--- config.mk ---
export PLATFORM = sky130hd
export DESIGN_NAME = dp_seq_ctrl
export DESIGN_NICKNAME = d
export VERILOG_FILES = /design/src/rtl/dp_ctrl_pkg.sv /design/src/rtl/dp_seq_ctrl.sv
export SDC_FILE = /design/constraint.sdc
export NUM_CORES = 1
export LEC_CHECK = 0
export ABC_AREA = 0
export CAP_MARGIN = 10
export CORE_UTILIZATION = 46
export CTS_CLUSTER_SIZE = 16
export DETAILED_ROUTE_END_ITERATION = 10
export GPL_TIMING_DRIVEN = 0
export PLACE_DENSITY = 0.8
export SYNTH_ARGS = -nofsm -noshare
export SYNTH_HDL_FRONTEND = slang
export SYNTH_SLANG_ARGS = --single-unit
--- constraint.sdc ---
create_clock -name clk -period 2 [get_ports clk]
set_clock_uncertainty 0.05 [all_clocks]
set_input_delay 0.6 -clock clk [delete_from_list [all_inputs] [get_ports clk]]
set_output_delay 0.6 -clock clk [all_outputs]
set_load 0.02 [all_outputs]
--- src/rtl/dp_ctrl_pkg.sv ---
`default_nettype none
// ============================================================================
// Module  : dp_ctrl_pkg
// Brief   : Encodings, state type and step decoder for the dp_seq_ctrl block.
// Revision: 1.0 - initial release
// ============================================================================
package dp_ctrl_pkg;

  localparam logic [2:0] c_cmd_nop   = 3'b000;
  localparam logic [2:0] c_cmd_lda   = 3'b001;
  localparam logic [2:0] c_cmd_ldb   = 3'b010;
  localparam logic [2:0] c_cmd_add   = 3'b011;
  localparam logic [2:0] c_cmd_sub   = 3'b100;
  localparam logic [2:0] c_cmd_movab = 3'b101;
  localparam logic [2:0] c_cmd_swap  = 3'b110;
  localparam logic [2:0] c_cmd_clr   = 3'b111;

  localparam logic [1:0] c_sel_ext  = 2'b00;
  localparam logic [1:0] c_sel_alu  = 2'b01;
  localparam logic [1:0] c_sel_zero = 2'b10;

  localparam logic [1:0] c_alu_add   = 2'b00;
  localparam logic [1:0] c_alu_sub   = 2'b01;
  localparam logic [1:0] c_alu_xor   = 2'b10;
  localparam logic [1:0] c_alu_passa = 2'b11;

  typedef enum logic [1:0] {
    ST_IDLE = 2'd0,
    ST_S1   = 2'd1,
    ST_S2   = 2'd2,
    ST_S3   = 2'd3
  } state_t;

  typedef struct packed {
    logic       load_a;
    logic       load_b;
    logic [1:0] in_sel;
    logic [1:0] alu_op;
    logic       done;
  } step_t;

  // Datapath controls for one step; anything outside a defined step is all-zero.
  function automatic step_t decode_step(input state_t st, input logic [2:0] c);
    step_t s;
    s = '0;
    case (st)
      ST_S1: begin
        s.done = (c != c_cmd_swap);
        case (c)
          c_cmd_lda:   begin s.load_a = 1'b1; s.in_sel = c_sel_ext; end
          c_cmd_ldb:   begin s.load_b = 1'b1; s.in_sel = c_sel_ext; end
          c_cmd_add:   begin s.load_a = 1'b1; s.in_sel = c_sel_alu; s.alu_op = c_alu_add; end
          c_cmd_sub:   begin s.load_a = 1'b1; s.in_sel = c_sel_alu; s.alu_op = c_alu_sub; end
          c_cmd_movab: begin s.load_b = 1'b1; s.in_sel = c_sel_alu; s.alu_op = c_alu_passa; end
          c_cmd_swap:  begin s.load_a = 1'b1; s.in_sel = c_sel_alu; s.alu_op = c_alu_xor; end
          c_cmd_clr:   begin s.load_a = 1'b1; s.load_b = 1'b1; s.in_sel = c_sel_zero; end
          default:     ;
        endcase
      end
      ST_S2: begin
        s.load_b = 1'b1;
        s.in_sel = c_sel_alu;
        s.alu_op = c_alu_xor;
      end
      ST_S3: begin
        s.load_a = 1'b1;
        s.in_sel = c_sel_alu;
        s.alu_op = c_alu_xor;
        s.done   = 1'b1;
      end
      default: ;
    endcase
    return s;
  endfunction

endpackage
`default_nettype wire

--- src/rtl/dp_seq_ctrl.sv ---
`default_nettype none
// ============================================================================
// Module  : dp_seq_ctrl
// Brief   : Command sequencer for the two-register 4-bit datapath (A/B, mux, ALU).
// Revision: 1.0 - initial release
// ============================================================================
module dp_seq_ctrl
  import dp_ctrl_pkg::*;
(
  input  logic       clk,
  input  logic       rst,
  input  logic       cmd_valid,
  input  logic [2:0] cmd,
  input  logic [3:0] data_in,
  output logic       cmd_ready,
  output logic       load_a,
  output logic       load_b,
  output logic [1:0] in_sel,
  output logic [1:0] alu_op,
  output logic [3:0] ext_data,
  output logic       busy,
  output logic       done
);

  state_t     r_state;
  logic [2:0] r_cmd;
  logic [3:0] r_ext;
  step_t      r_step;
  logic       r_ready;

  state_t     w_nxt_state;
  logic [2:0] w_nxt_cmd;
  logic       w_accept;

  assign w_accept = cmd_valid && r_ready;

  always_comb begin
    w_nxt_state = r_state;
    w_nxt_cmd   = r_cmd;
    case (r_state)
      ST_IDLE: if (w_accept) begin
        w_nxt_state = ST_S1;
        w_nxt_cmd   = cmd;
      end
      ST_S1:   w_nxt_state = (r_cmd == c_cmd_swap) ? ST_S2 : ST_IDLE;
      ST_S2:   w_nxt_state = ST_S3;
      ST_S3:   w_nxt_state = ST_IDLE;
      default: w_nxt_state = ST_IDLE;
    endcase
  end

  // Step outputs are decoded from the next state so they are registered yet
  // still line up with the cycle of the state they belong to.
  always_ff @(posedge clk or posedge rst) begin
    if (rst) begin
      r_state <= ST_IDLE;
      r_cmd   <= c_cmd_nop;
      r_ext   <= 4'h0;
      r_step  <= '0;
      r_ready <= 1'b1;
    end else begin
      r_state <= w_nxt_state;
      r_cmd   <= w_nxt_cmd;
      r_step  <= decode_step(w_nxt_state, w_nxt_cmd);
      r_ready <= (w_nxt_state == ST_IDLE);
      if (w_accept) begin
        r_ext <= data_in;
      end
    end
  end

  assign cmd_ready = r_ready;
  assign busy      = !r_ready;
  assign load_a    = r_step.load_a;
  assign load_b    = r_step.load_b;
  assign in_sel    = r_step.in_sel;
  assign alu_op    = r_step.alu_op;
  assign done      = r_step.done;
  assign ext_data  = r_ext;

endmodule
`default_nettype wire

## Word-level counts from Yosys, hierarchy flattened

Index checks and enable logic that the tools add are counted.

| cells by class | value |
|---|---|
| equal/unequal tests | 15 |
| mux-type cells | 13 |
| reduce and logical (&&, ||, !) cells | 8 |

Operator list:

| operator | number |
|---|---|
| $eq A3 B3 Y1 const B | 5 |
| $eq A2 B2 Y1 const B | 4 |
| $pmux W2 S4 | 1 |
| $pmux W4 S2 | 1 |
| $eq A3 B2 Y1 const B | 2 |
| $mux W3 | 2 |
| $pmux W1 S2 | 3 |
| $pmux W2 S3 | 1 |
| $reduce_or A5 Y1 | 1 |
| $eq A2 B1 Y1 const B | 2 |
| $logic_not A2 Y1 | 2 |
| $mux W2 | 2 |
| $pmux W2 S2 | 1 |
| $reduce_or A4 Y1 | 1 |
| $eq A3 B1 Y1 const B | 1 |
| $ne A3 B3 Y1 const B | 1 |
| $reduce_or A3 Y1 | 1 |
| $mux W1 | 2 |
| $reduce_or A2 Y1 | 1 |
| $logic_and A1 B1 Y1 | 1 |
| $logic_not A1 Y1 | 1 |

| storage, ports and cells | value |
|---|---|
| flip-flop bits (word level) | 17 |
| input bits | 10 |
| output and inout bits | 13 |
| word-level logic and storage cells | 45 |

## Logic depth before layout (Yosys ltp)

| logic depth | value |
|---|---|
| depth after elaboration | 7 |
| mapped depth | 7 |
| gate-level depth less buffers | 7 |

## Worst setup path after synthesis

No wires, ideal clock.

| path | value |
|---|---|
| kind | flip-flop to flip-flop |
| start | reg r_state[0] |
| end | reg r_step (netlist bit load_a) |
| library setup time | 0.076 ns |
| arrival time | 1.542 ns |
| data required time | 1.874 ns |
| slack | 0.331 ns |
| cell stages (with the launch flop) | 7 |
| buffers on the path | 0 |
| clock period less this slack | 1.669 ns |
| path through | dfrtp_1 > and2b_2 > nor2_1 > ha_1 > nor3b_1 > o311ai_0 > o21ai_1 |

| between the ends | value |
|---|---|
| longest elaborated chain between the ends | 6 |
| elaborated cells between the ends (all ways) | 17 |
| classes of those cells | eq/ne: 10; mux: 5; reduce/logical: 2 |

RTL lines:

| item | line | text |
|---|---|---|
| start, declared | dp_seq_ctrl.sv:25 | `state_t r_state;` |
| start signal, assigned | dp_seq_ctrl.sv:62 | `r_state <= w_nxt_state;` |
| $logic_not A2 Y1 | dp_seq_ctrl.sv:40 | `case (r_state)` |
| $mux W3 | dp_seq_ctrl.sv:40 |  |
| $eq A3 B3 Y1 (tied with other cells) | dp_ctrl_pkg.sv:49 | `case (c)` |
| $reduce_or A5 Y1 (no source line) | -- |  |
| $mux W1 | dp_ctrl_pkg.sv:49 |  |
| $pmux W1 S2 * | dp_ctrl_pkg.sv:46 | `case (st)` |
| end signal, assigned | dp_seq_ctrl.sv:64 | `r_step <= decode_step(w_nxt_state, w_nxt_cmd);` |
| end, declared | dp_seq_ctrl.sv:28 | `step_t r_step;` |

Every way passes the cells marked *; elsewhere a longest branch is shown, timed or not.
A chain may end at the register's enable or synchronous reset.

## Final worst setup path

| path | value |
|---|---|
| start | reg r_ext[1], in the netlist ext_data[1] |
| end | out ext_data[1] |

RTL lines:

| item | line | text |
|---|---|---|
| start, declared | dp_seq_ctrl.sv:27 | `logic [3:0] r_ext;` |
| start signal, assigned | dp_seq_ctrl.sv:67 | `r_ext <= data_in;` |
| end, declared | dp_seq_ctrl.sv:20 | `output logic [3:0] ext_data,` |

No word-level cell between the ends.

==> key figures <==
Run status
  • Outcome: finished clean

Floorplan
  • DIE AREA: around 0.0020 mm²
  • Die Span X: between 40 and 50 µm
  • Initial core utilization: approximately half
  • Top Ports: 23
  • CORE AREA: 0.001745 mm²
  • Num rows: 15
  • Die height: 45.23 µm

Clock network
  • CTS Buffer Depth: 2
  • CTS root buf: clkbuf_4
  • Hold_buf cts: 0
  • CTS Buf Count: 3
  • Clock Pin Slew Worst Setup and Hold Paths: 0.11 ns
  • Clk sinks: 17
  • Clock Latency Late Sink: 0.30 ns
  • CTS tree: yes
  • H-tree levels: 1

Pwr
  • LEAKAGE: 0.5234 nW
  • PD cells: 1453 mW/mm²
  • Peak supply drop: 828.8 µV

Timing
  • Fmax: 520.8 MHz
  • Final setup viols: 0
  • Period utilization: between 90% and 100%
  • Min Tclk post-route: 1.920 ns
  • Min Hold Slack: 0.4631 ns
  • Rel. slew slack: roughly three fifths
  • Worst slew pin tran: 0.6271 ns
  • Final Hold Viols: 0
  • RSZ-0062 raised after global routing: no
  • Max Slew Vio Count: 0

Routing
  • Post-DRT Antenna Nets: 0
  • WL/cell: 13.00 µm
  • Total routed wirelength: 1.677 mm
  • DR DRC count: 0
  • Initial DRC count: 15
  • Avg Vias per Cell: 5.450
  • Via count: around 700
  • 1st-pass router iterations: 4

Placed design
  • DP Area: approximately 0.0011 mm²
  • Dpl hpwl: 1.203 mm
  • Buffers on Ports: 22
  • Placed insts: 123
  • Final GP Congestion: 0.8072

Synthesis
  • Post-Syn Area: 859.6 µm²
  • Asr flop ratio synth: 100.0%
  • Main flop type after synthesis: dfrtp_1
  • Post-synth EDFFs: 0
  • Ys Warns: 0
  • Synthesized Nets: 90
  • Area contributors post-synth: dfrtp_1 (47%), mux2_2 (7.9%), ha_1 (5.8%), nand2_1 (3.5%), dfstp_2 (3.1%)
  • Flops & latches, synth: 17
  • Synth area leader: dfrtp_1
  • Post-synthesis sequential area ratio: 49.64%
  • Synth Instances: 76
  • Top-area cell type share of the netlist area: between 40% and 50%
  • Post-synth top cells: dfrtp_1 (16), nand2_1 (8), mux2_2 (6)
  • Distinct cells, synth: 29
  • Syn avg cell area: 11.31 µm²
  • Most frequent cell after synthesis: dfrtp_1

Critical path
  • CP max-delay cell: clkdlybuf4s50_1
  • Largest stage delay on the critical path: 0.60 ns
  • Data required, critical path: about 1.4 ns
  • Buf/Inv on CP: 1
  • Arrival time at the worst endpoint: approximately 1.3 ns
  • Startpoint Class: register
  • Crit-path cells: clkdlybuf4s50_1
  • Worst Path Max Fanout: 2
  • Critical Path End Type: output pin
  • Top delay family on crit path: buffers and inverters
  • Kind of critical path: reg2out

Finish
  • Fill count: about 150
  • Multi-input logic area: a little over 400 µm²
  • Layout Cells excl Fill: between 100 and 150
  • Layout area overhead: 34.93%
  • FF+latch area: between 400 and 500 µm²
  • Fin area: 0.001160 mm²
  • Layout cells sized above 1: between 15 and 20%
  • Antenna diode count: 0
  • Fin nets: 119

Global routing
  • First-pass GRT wire length: 2.732 mm
  • GRT Residual Overflow: 0
  • Gr usage total: 19.17%
  • Initial antenna violation count: 0
  • Vias in the first global route: 624
  • Largest net degree at the start of global routing: 18

Run
  • MaxCap Viol Count: 0

Min path
  • HP Class: reg2reg
==> placed cells by master, fill, tap and decap left out, types with 2 or more instances in the layout <==
master	instances
a21oi_1	3
o21ai_1	2
mux2i_1	2
nor2_1	4
dlygate4sd2_1	2
xnor2_1	3
nor3_1	2
nor3b_2	2
clkbuf_4	3
dfrtp_1	16
mux2_2	6
nand2_1	8
nand2b_1	2
ha_1	3
clkdlybuf4s50_1	20
buf_4	2
inv_1	5
and3_1	2
==> what timing repair did <==
item	in CTS	in global routing
gates resized for setup	4	1
cloned	0	0
setup buffers	0	2
setup endpoints to repair	3	1
==> report_power, final <==
group          internal, mW  leakage, nW  switching, mW
registers             0.485        0.214          0.111
clock network        0.0779       0.0150          0.115
logic                 0.455        0.294          0.442
==> cell type report <==
type                       instances  share of cell area [%]
buffer                             1                  0.9709
clock buffer                       4                   2.265
inverter                           5                   1.618
timing repair buffer              24                   20.06
multi-input combinational         53                   35.60
sequential                        17                   36.79
tap                               25                   2.697
==> per-stage QoR <==
step	TNS [ns]	worst slack (ns)	total power, mW	utilization (%)
2_1_floorplan	0	0.3314	1.138	-
4_1_cts	0	0.07557	1.639	65.45
5_1_grt	0	0.01312	1.795	66.45
3_3_place_gp	-1.101	-0.3347	1.437	63.66
6_report	0	0.07989	1.685	66.45
3_5_place_dp	-1.100	-0.3230	1.459	63.66
==> per-layer routing <==
| layer | wire [µm] | global-route usage [%] |
|---|---|---|
| met1 | 673 | 24.16 |
| met2 | 856 | 31.59 |
| met3 | 118 | 3.600 |
| met4 | 29 | 9.091 |
| met5 | 0 | 0 |
==> final timing paths <==
| kind | depth (start not counted) | slack (ns) | end | from |
|---|---|---|---|---|
| worst min register to register | 1 | 0.46 | ext_data[0] | ext_data[0] |
| worst max-delay path | 1 | 0.08 | ext_data[1] | ext_data[1] |
| worst max register to register | 6 | 0.16 | load_a | r_state[0] |
| max in group asynchronous | 2 | 0.88 | r_cmd[0] | rst |
| worst min-delay path | 1 | 0.46 | ext_data[0] | ext_data[0] |
| min in group asynchronous | 2 | 0.61 | in_sel[0] | rst |
==> sequential cells by signal (all words and copies together) (netlist names) <==
name and cells:
load_b 1, done 1, r_cmd 3, cmd_ready 1, r_state 2, ext_data 4, load_a 1, in_sel 2
alu_op 2
==> kinds of logic after synthesis <==
family | synth area share [%]
buffers and inverters | 3.494
DFF | 49.64
AOI/OAI and AO/OA | 7.425
adders and majority gates | 5.823
muxes | 11.93
xor gates and xnor gates | 4.076
and+or+nand+nor | 17.61
Note: power is estimated with default switching activity, not from simulation.
